==> src/rtl/seg_pkg.sv <==
// rtl/seg_pkg.sv - shared seven-segment glyph table and polarity constants
package seg_pkg;

   // Segments a..g packed as bits [6:0], active-low
   typedef logic [6:0] seg_t;

   // Anode select polarity: a digit is driven when its enable bit is low
   localparam logic ENABLE_ON  = 1'b0;
   localparam logic ENABLE_OFF = 1'b1;

   // Dark levels for the segment and decimal-point lines
   localparam seg_t SEG_BLANK = 7'b1111111;
   localparam logic DP_OFF    = 1'b1;

   // Hex glyphs 0..F, index is the nibble value
   localparam seg_t SEG_TABLE [16] = '{
      7'b0000001,  // 0
      7'b1001111,  // 1
      7'b0010010,  // 2
      7'b0000110,  // 3
      7'b1001100,  // 4
      7'b0100100,  // 5
      7'b0100000,  // 6
      7'b0001111,  // 7
      7'b0000000,  // 8
      7'b0000100,  // 9
      7'b0001000,  // A
      7'b1100000,  // b
      7'b0110001,  // C
      7'b1000010,  // d
      7'b0110000,  // E
      7'b0111000   // F
   };

   // Table lookup shared by every display block
   function automatic seg_t hex_to_seg(input logic [3:0] nibble);
      return SEG_TABLE[nibble];
   endfunction

endpackage

==> src/rtl/hex7seg_dec.sv <==
// rtl/hex7seg_dec.sv - combinational hex nibble to seven-segment decoder
module hex7seg_dec
   import seg_pkg::*;
(
   input  logic [3:0] nibble_i,
   output seg_t       seg_o
);

   // Pure table lookup, no state
   always_comb begin
      seg_o = hex_to_seg(nibble_i);
   end

endmodule

==> src/rtl/seg_scan_ctrl.sv <==
// rtl/seg_scan_ctrl.sv - multiplexed seven-segment scan with PWM brightness, blink and shadowed update
module seg_scan_ctrl
   import seg_pkg::*;
#(
   parameter int          NUM_DIGITS   = 8,
   parameter logic [31:0] SCAN_DIV     = 32'h20000,
   parameter int          BLINK_FRAMES = 64
) (
   input  logic                    clk,
   input  logic                    rst,
   input  logic [4*NUM_DIGITS-1:0] display,
   input  logic [NUM_DIGITS-1:0]   dp_in,
   input  logic [NUM_DIGITS-1:0]   blank,
   input  logic [NUM_DIGITS-1:0]   blink_en,
   input  logic [2:0]              bright,
   input  logic                    upd_req,
   output logic                    upd_ack,
   output logic [NUM_DIGITS-1:0]   enable,
   output logic [6:0]              segs,
   output logic                    dp,
   output logic                    frame_done
);

   // Last legal digit index; the index wraps here even when NUM_DIGITS is not a power of two
   localparam logic [2:0] IDX_LAST   = 3'(NUM_DIGITS - 1);
   // Frame count at which the blink phase flips
   localparam logic [7:0] FRAME_LAST = 8'(BLINK_FRAMES - 1);

   // Scan timing state
   logic [31:0]             prescale_q, prescale_d;
   logic [2:0]              sub_q, sub_d;
   logic [2:0]              idx_q, idx_d;

   // Blink state
   logic [7:0]              frame_q, frame_d;
   logic                    blink_off_q, blink_off_d;

   // Update handshake and shadow copy of the displayed content
   logic                    pending_q, pending_d;
   logic [4*NUM_DIGITS-1:0] shadow_q, shadow_d;
   logic [NUM_DIGITS-1:0]   shadow_dp_q, shadow_dp_d;

   // Registered pin drivers
   logic [NUM_DIGITS-1:0]   enable_q, enable_d;
   seg_t                    segs_q, segs_d;
   logic                    dp_q, dp_d;

   // Internal events
   logic                    tick;
   logic                    sub_wrap;
   logic                    frame_wrap;
   logic                    capture;

   // Current-digit selection feeding the decoder
   logic [3:0]              nibble_sel;
   logic                    dp_sel;
   logic                    digit_lit;
   seg_t                    dec_seg;

   // Prescaler, PWM sub-phase and digit index advance
   always_comb begin
      tick       = (prescale_q == SCAN_DIV);
      prescale_d = tick ? 32'd0 : prescale_q + 32'd1;
      sub_wrap   = tick && (sub_q == 3'd7);
      sub_d      = tick ? sub_q + 3'd1 : sub_q;
      frame_wrap = sub_wrap && (idx_q >= IDX_LAST);
      idx_d      = idx_q;
      if (sub_wrap) begin
         idx_d = frame_wrap ? 3'd0 : idx_q + 3'd1;
      end
   end

   // Blink phase flips every BLINK_FRAMES completed frames
   always_comb begin
      frame_d     = frame_q;
      blink_off_d = blink_off_q;
      if (frame_wrap) begin
         if (frame_q >= FRAME_LAST) begin
            frame_d     = 8'd0;
            blink_off_d = ~blink_off_q;
         end else begin
            frame_d = frame_q + 8'd1;
         end
      end
   end

   // Requests merge into one pending capture, taken at the frame boundary (including a request on that very cycle)
   always_comb begin
      capture     = frame_wrap && (pending_q || upd_req);
      pending_d   = pending_q || upd_req;
      shadow_d    = shadow_q;
      shadow_dp_d = shadow_dp_q;
      if (capture) begin
         pending_d   = 1'b0;
         shadow_d    = display;
         shadow_dp_d = dp_in;
      end
   end

   // Pick the digit that will be active after this edge and decide whether it lights
   always_comb begin
      enable_d   = {NUM_DIGITS{ENABLE_OFF}};
      nibble_sel = 4'd0;
      dp_sel     = 1'b0;
      for (int i = 0; i < NUM_DIGITS; i++) begin
         if (idx_d == 3'(i)) begin
            nibble_sel = shadow_d[4*i +: 4];
            dp_sel     = shadow_dp_d[i];
            if ((sub_d <= bright) && !blank[i] && !(blink_en[i] && blink_off_d)) begin
               enable_d[i] = ENABLE_ON;
            end
         end
      end
   end

   hex7seg_dec u_dec (
      .nibble_i (nibble_sel),
      .seg_o    (dec_seg)
   );

   // Segments and dp follow the enable decision so a dark digit never shows stale glyphs
   always_comb begin
      digit_lit = (enable_d != {NUM_DIGITS{ENABLE_OFF}});
      segs_d    = digit_lit ? dec_seg : SEG_BLANK;
      dp_d      = digit_lit ? ~dp_sel : DP_OFF;
   end

   // Scan timing registers
   always_ff @(posedge clk or posedge rst) begin
      if (rst) begin
         prescale_q <= 32'd0;
         sub_q      <= 3'd0;
         idx_q      <= 3'd0;
      end else begin
         prescale_q <= prescale_d;
         sub_q      <= sub_d;
         idx_q      <= idx_d;
      end
   end

   // Blink registers; phase starts lit
   always_ff @(posedge clk or posedge rst) begin
      if (rst) begin
         frame_q     <= 8'd0;
         blink_off_q <= 1'b0;
      end else begin
         frame_q     <= frame_d;
         blink_off_q <= blink_off_d;
      end
   end

   // Pending flag and shadow; reset drops any outstanding request silently
   always_ff @(posedge clk or posedge rst) begin
      if (rst) begin
         pending_q   <= 1'b0;
         shadow_q    <= '0;
         shadow_dp_q <= '0;
      end else begin
         pending_q   <= pending_d;
         shadow_q    <= shadow_d;
         shadow_dp_q <= shadow_dp_d;
      end
   end

   // Pin drivers update together on one edge to avoid ghosting
   always_ff @(posedge clk or posedge rst) begin
      if (rst) begin
         enable_q <= {NUM_DIGITS{ENABLE_OFF}};
         segs_q   <= SEG_BLANK;
         dp_q     <= DP_OFF;
      end else begin
         enable_q <= enable_d;
         segs_q   <= segs_d;
         dp_q     <= dp_d;
      end
   end

   assign enable     = enable_q;
   assign segs       = segs_q;
   assign dp         = dp_q;
   assign frame_done = frame_wrap;
   assign upd_ack    = capture;

endmodule

==> config.mk <==
export PLATFORM = sky130hd
export DESIGN_NAME = seg_scan_ctrl
export DESIGN_NICKNAME = d
export VERILOG_FILES = /design/src/rtl/seg_pkg.sv /design/src/rtl/hex7seg_dec.sv /design/src/rtl/seg_scan_ctrl.sv
export SDC_FILE = /design/constraint.sdc
export NUM_CORES = 1
export LEC_CHECK = 0
export CORE_ASPECT_RATIO = 0.7
export CORE_UTILIZATION = 55
export CTS_CLUSTER_DIAMETER = 120
export DETAILED_ROUTE_END_ITERATION = 12
export GPL_TIMING_DRIVEN = 1
export PLACE_DENSITY = 0.92
export SETUP_SLACK_MARGIN = 0.05
export SKIP_CTS_REPAIR_TIMING = 1
export SYNTH_ARGS = -nofsm -noshare
export SYNTH_HDL_FRONTEND = slang
export SYNTH_SLANG_ARGS = --single-unit
==> constraint.sdc <==
create_clock -name clk -period 4.75 [get_ports clk]
set_clock_uncertainty 0.1 [all_clocks]
set_input_delay 0.95 -clock clk [delete_from_list [all_inputs] [get_ports clk]]
set_output_delay 0.95 -clock clk [all_outputs]
set_load 0.05 [all_outputs]
## After elaboration in Yosys (flattened, before gate mapping)

Memories as Yosys holds them, arrays and structs flattened.
Index checks and enable logic that the tools add are counted.

- Bits in registers: 104
- Bits in read-only memories: 112
- Input port bits: 62
- Output and inout port bits: 18
- Logic and storage cells: 124
- Memories: 1

- $add $sub $neg: 4
- $lt $le $gt $ge: 4
- Equality and inequality tests: 10
- Mux-type cells: 46
- Bitwise operators: 3
- Reductions and logical operators: 45

Memory list:

| memory | depth | bits a word | rd ports | clocked after memory_dff | write ports | RTL line | source |
|---|---|---|---|---|---|---|---|
| (name not given) | 16 | 7 | 1 | 0 | 0 | seg_pkg.sv:37 | `return SEG_TABLE[nibble];` |

Operators by type and width:

| kind | number |
|---|---|
| 2-to-1 mux 32 bit | 2 |
| adder 32 x 1 -> 32 bit, second input constant | 1 |
| equality test 32 x 18 -> 1 bit, second input constant | 1 |
| 2-to-1 mux 4 bit | 8 |
| 2-to-1 mux 1 bit | 28 |
| logical AND 1 bit | 27 |
| 2-to-1 mux 7 bit | 3 |
| logical NOT 1 bit | 16 |
| 2-to-1 mux 8 bit | 2 |
| equality test 3 bit, second input constant | 5 |
| 2-to-1 mux 3 bit | 3 |
| adder 8 x 1 -> 8 bit, second input constant | 1 |
| >= comparator 8 x 6 -> 1 bit, second input constant | 1 |
| != test 8 bit, second input constant | 1 |
| adder 3 x 1 -> 3 bit, second input constant | 2 |
| equality test 3 x 2 -> 1 bit, second input constant | 2 |
| >= comparator 5 bit, second input constant | 1 |
| inverter 4 -> 5 bit | 1 |
| equality test 3 x 1 -> 1 bit, second input constant | 1 |
| >= comparator 3 bit, second input constant | 1 |
| <= comparator 3 bit | 1 |
| logical NOT 3 bit | 1 |
| inverter 1 bit | 2 |
| logical OR 1 bit | 1 |

## Logic depth before layout (Yosys ltp)

- Depth in word-level cells: 19
- Mapped depth: 18
- Mapped depth without buffers: 18

## Cells and area by module

Synthesis repeated with hierarchy kept, for this count alone.

- Cells, all modules: 540
- Area, all modules: 5,560.3 um^2

Modules (own cells, without submodules):

| module | times used | cells each | area each (um^2) | sequential area each (um^2) |
|---|---|---|---|---|
| seg_scan_ctrl | 1 | 504 | 5,307.6 | 2,622.5 |
| hex7seg_dec | 1 | 36 | 252.7 | 0.0 |

## Least setup slack after synthesis

Ideal clock, no wire load.

- Kind: flip-flop to output port
- From: register prescale_q[0]
- To: output upd_ack
- Arrival: 3.065 ns
- Data required time: 3.700 ns
- Path slack: 0.635 ns
- Stages on the path, launching flop included: 7
- Buffers on the path: 0
- Cell sequence: dfrtp_1 -> inv_1 -> ha_1 -> nor4b_4 -> nand4_4 -> nor2_1 -> nor4b_1

- Cells in the longest elaborated chain, start to end: 4

Ends and longest elaborated chain:

| what | RTL line | source |
|---|---|---|
| start: declaration | seg_scan_ctrl.sv:30 | `logic [31:0] prescale_q, prescale_d;` |
| start signal: assignment | seg_scan_ctrl.sv:135 | `prescale_q <= prescale_d;` |
| equality test 32 x 18 -> 1 bit | seg_scan_ctrl.sv:62 | `tick = (prescale_q == SCAN_DIV);` |
| logical AND 1 bit | seg_scan_ctrl.sv:64 | `sub_wrap = tick && (sub_q == 3'd7);` |
| logical AND 1 bit | seg_scan_ctrl.sv:66 | `frame_wrap = sub_wrap && (idx_q >= IDX_LAST);` |
| logical AND 1 bit | seg_scan_ctrl.sv:89 | `capture = frame_wrap && (pending_q \|\| upd_req);` |
| end: declaration | seg_scan_ctrl.sv:17 | `output logic upd_ack,` |

Every way passes these cells.

## Worst setup path after layout

- From: register prescale_q[0]
- To: register segs_q[3] (netlist: segs[3])

- Cells in the longest elaborated chain, start to end: 19
- Elaborated cells between the ends (all ways): 80
- Those cells by class: 1 x order compare; 9 x eq/ne; 32 x mux; 1 x bitwise; 36 x reduce/logical; 1 x memory

Ends and longest elaborated chain:

| what | RTL line | source |
|---|---|---|
| equality test 32 x 18 -> 1 bit (*) | seg_scan_ctrl.sv:62 |  |
| logical AND 1 bit (*) | seg_scan_ctrl.sv:64 |  |
| logical AND 1 bit | seg_scan_ctrl.sv:66 |  |
| 2-to-1 mux 3 bit | seg_scan_ctrl.sv:69 | `idx_d = frame_wrap ? 3'd0 : idx_q + 3'd1;` |
| 2-to-1 mux 3 bit (*) | seg_scan_ctrl.sv:68 | `if (sub_wrap) begin` |
| net idx_d[1] | seg_scan_ctrl.sv:32 | `logic [2:0] idx_q, idx_d;` |
| logical NOT 3 bit | seg_scan_ctrl.sv:106 | `if (idx_d == 3'(i)) begin` |
| 2-to-1 mux 4 bit (8 in a row) | seg_scan_ctrl.sv:106 |  |
| inverter 4 -> 5 bit (implied by the code) | seg_pkg.sv:37 |  |
| memory read (16 x 7 bit) | n/a |  |
| 2-to-1 mux 7 bit (implied by the code) (2 in a row) | seg_pkg.sv:37 |  |
| 2-to-1 mux 7 bit (*) | seg_scan_ctrl.sv:124 | `segs_d = digit_lit ? dec_seg : SEG_BLANK;` |
| net segs_d[3] | seg_scan_ctrl.sv:45 | `seg_t segs_q, segs_d;` |
| end signal: assignment | seg_scan_ctrl.sv:173 | `segs_q <= segs_d;` |
| end: declaration | seg_scan_ctrl.sv:45 |  |

The timed path passes the listed nets; every way through them passes the cells marked *. The select of a mux whose other input is x is not followed.
A chain may end at the register's enable or synchronous reset.

==> implementation parameters <==
Parameter                              Value

Outcome
  Status    finished, final reports clean

Timing
  Finish-stage setup viols    0
  WHS    ~370 ps
  FMAX    around 220 MHz
  Transition time of the tightest slew-check pin    between 1000 and 1500 ps
  Number of endpoints with negative hold slack in the final report    0
  Worst setup margin    between 200 and 300 ps
  Post-route clock period utilization    0.939
  Unrepaired setup endpoints after global routing    false
  Final max-slew violation count    0
  Worst slew slack as a fraction of its limit    0.272
  Post-layout minimum cycle time    4460 ps

Global route
  Global-route congestion overflow total    0
  Maximum number of pins on one net before global-route repair    92
  Vias in the first global route    4274
  First-pass GRT wire length    around 21 mm
  Gr usage total    0.272
  Initial antenna violation count    0

Synth
  Fraction of synthesis flops using an asynchronous set or reset pin    1.00
  Top cell type by total area after synthesis    dfrtp_1
  Share of synthesized area occupied by flip-flops and latches    0.485
  Number of flops mapped to enable cells by yosys    0
  Area contributors post-synth    dfrtp_1 41%, dfstp_2 7.8%, nand2_1 6.8%
  Combined area of all synthesized cells    between 5000 and 6000 um^2
  Number of distinct library cells after synthesis    71
  Flip-flop and latch count after synthesis    104
  Warnings from Yosys    0
  Main flop type after synthesis    dfrtp_1
  Synthesized instance count    around 500
  Fraction of synthesized cell area taken by the top area cell type    0.407
  Synthesized area per cell    10.6 um^2
  Post-synth net total    588

Clock tree
  CTS sink cnt    104
  Clk buf depth    2
  Source-to-sink clock delay at the later pin of the worst-skew pair    about 350 ps
  Clock-pin slew on the worst setup and hold paths    about 70 ps
  Number of buffers created by CTS    9
  Cell at the root of the clock tree    clkbuf_16
  CTS tree    done
  Maximum level of the CTS H-tree    3

Cells and area
  Final antenna diode count    0
  Most common cell after layout, fill and taps aside    nand2_1
  Highest-count cells in the layout ignoring fill and taps    98 x nand2_1, 88 x dfrtp_1, 79 x clkdlybuf4s50_1
  Net total in the final layout    670
  Area of all placed cells without fillers    between 6000 and 7000 um^2
  Ratio of cells with drive above 1 in the final layout    0.154
  Final core utilization    0.721
  Layout area overhead    23.8%

Pwr
  Share of total power consumed by net switching    0.201
  Logic pwr share    0.057
  Clock network power share    0.460
  Leak    about 0.0032 uW
  Internal power component    between 1000 and 1500 uW
  Psw    about 370 uW
  Power density over the cells    between 200 and 300 nW/um^2
  Sequential group share of total power    0.483
  Maximum vdd drop    221 uV

Floorplanning
  Placeable core area    just over 9000 um^2
  Die footprint    between 10000 and 15000 um^2
  Chip height    85.0 um
  Std-Cell Rows    29
  Initial Utilization    0.582
  Die X-Extent    approximately 120 um
  Top-level port count    80

Drt
  WL/cell    approximately 18 um
  Max layer used    met4
  Post-detailed-route via-to-cell ratio    between 6 and 7
  DRC errors left    0
  DRT antenna net count    0
  Met2 WL    between 6 and 7 mm
  Overall via count from detail_route    around 4300
  Total length of routed met3 wires    around 1.1 mm
  Drt first-iter violations    ~590
  Wire length the detailed router placed on met1    around 5.5 mm
  Routed Wire Length    13.0 mm
  Total iterations of the first detailed-routing run    7

Critical path
  Required time at the worst-slack endpoint    around 4900 ps
  Worst reg2reg path startpoint    prescale_q[0]
  Data arrival time of the critical path    4590 ps
  Maximum fanout along the worst path    7
  Crit Path Category    reg -> reg
  Capture point of the worst reg-to-reg path    segs[3]
  Critical path's slowest cell    o41ai_4
  Register-to-register setup slack    between 200 and 300 ps
  Top delay family on crit path    simple AND/OR/NAND/NOR gates
  Depth of the worst register-to-register path    15
  Stage delay of the slowest cell on the critical path    530 ps
  Ordered list of cells on the worst path    inv_1 -> ha_1 -> nor4b_4 -> nand4_4 -> nor3_4 -> mux2i_4 -> inv_2 -> nor3_2 -> a221oi_1 -> o41ai_4 -> inv_1 -> ha_1 -> mux2_1 -> nor3_1 -> a31oi_1
  Count of buffering cells on the critical path with inverters included    3
  Kind of start point of the critical path    flop
  Sort of element at the end of the critical path    flop

Place
  Placer's final routability congestion estimate    just over 0.9
  Instance area at placement    6320 um^2
  Final HPWL DP    a little over 9 mm
  Quantity of I/O buffers inserted on ports    79
  Worst setup slack after placement    -6.43 ps

Hold path
  Path class of the lowest-slack min-delay path    reg -> reg
  Number of cells on the worst hold path    2
  Destination of the worst hold path    shadow_dp_q[7]
  Hold wc startpoint    shadow_dp_q[7]

Job
  Number of maximum-capacitance violations    0
## state kept, by name, summed over array words and instances (netlist names)
name and count:
dp 1, frame_q 8, pending_q 1, segs 7, blink_off_q 1, enable 8
prescale_q 32, shadow_q 32, shadow_dp_q 8, sub_q 3, idx_q 3
## metal layers
metal | vias to the layer above | global-route usage
met5 | - | 0
met4 | 0 | 0.0898
met3 | 40 | 0.0712
met2 | 230 | 0.428
met1 | 2123 | 0.371
li1 | 1951 | -
## per-stage QoR
step           TNS [ps]  std cells  power (uW)
2_1_floorplan         0        510         948
3_3_place_gp          0        705        1020
6_report              0        721        1850
4_1_cts           -84.6        721        1860
3_5_place_dp      -6.43        705        1020
5_1_grt               0        721        1900
## tightest hold or removal path: cells and delay by family, from the launching register on
kind | cells | cell delay, ps
flops | 1 | 320
simple gates | 2 | 110
## synth_stat cells, drive strengths merged (4+ instances only)
cell and instances:
dfstp 16, nor4 9, nor3 6, inv 28, mux2i 13, nand4 11
o21ai 15, nor2 26, nand2 98, a31oi 5, and3 9, buf 12
xnor2 29, a21oi 14, dfrtp 88, mux2 22, ha 16, and2 5
xor2 4, o31ai 4, nand3 25, and4 6
## how the worst max path moves through the flow
stage,from,to,slack [ps],cells past startpoint
3_3_place_gp,prescale_q[0],segs[3],240,15
2_1_floorplan,prescale_q[0],upd_ack,640,6
5_1_grt,prescale_q[0],segs[3],20,15
4_1_cts,prescale_q[0],segs[3],-80,15
3_5_place_dp,prescale_q[0],segs[3],-6,15
6_report,prescale_q[0],segs[3],290,15
## power groups by stage
| stage | Combinational [uW] | Sequential (uW) | Clock (uW) |
|---|---|---|---|
| 2_1_floorplan | 23.2 | 925 | 0 |
| 3_3_place_gp | 105 | 910 | 0 |
| 3_5_place_dp | 106 | 910 | 0 |
| 4_1_cts | 107 | 894 | 855 |
| 5_1_grt | 115 | 894 | 893 |
| 6_report | 106 | 893 | 852 |
## cell type report
type,count,area [um^2]
well taps,124,155
clock inverters,3,90.1
inverters,28,108
fillers,616,2590
multi-input cells,363,2630
repair buffers,86,843
clock buffers,13,250
flip-flops and latches,104,2620
## logic make-up (layout without fill, tap and decap cells)
logic type,after synthesis,after routing,share of synthesized area
AOI/OAI and AO/OA,70,70,0.0967
adders and majority gates,16,16,0.0370
muxes,35,35,0.0712
DFF,104,104,0.485
xor gates and xnor gates,33,33,0.0548
and+or+nand+nor,209,209,0.219
buffers and inverters,43,130,0.0365
Note: power is estimated with default switching activity, not from simulation.
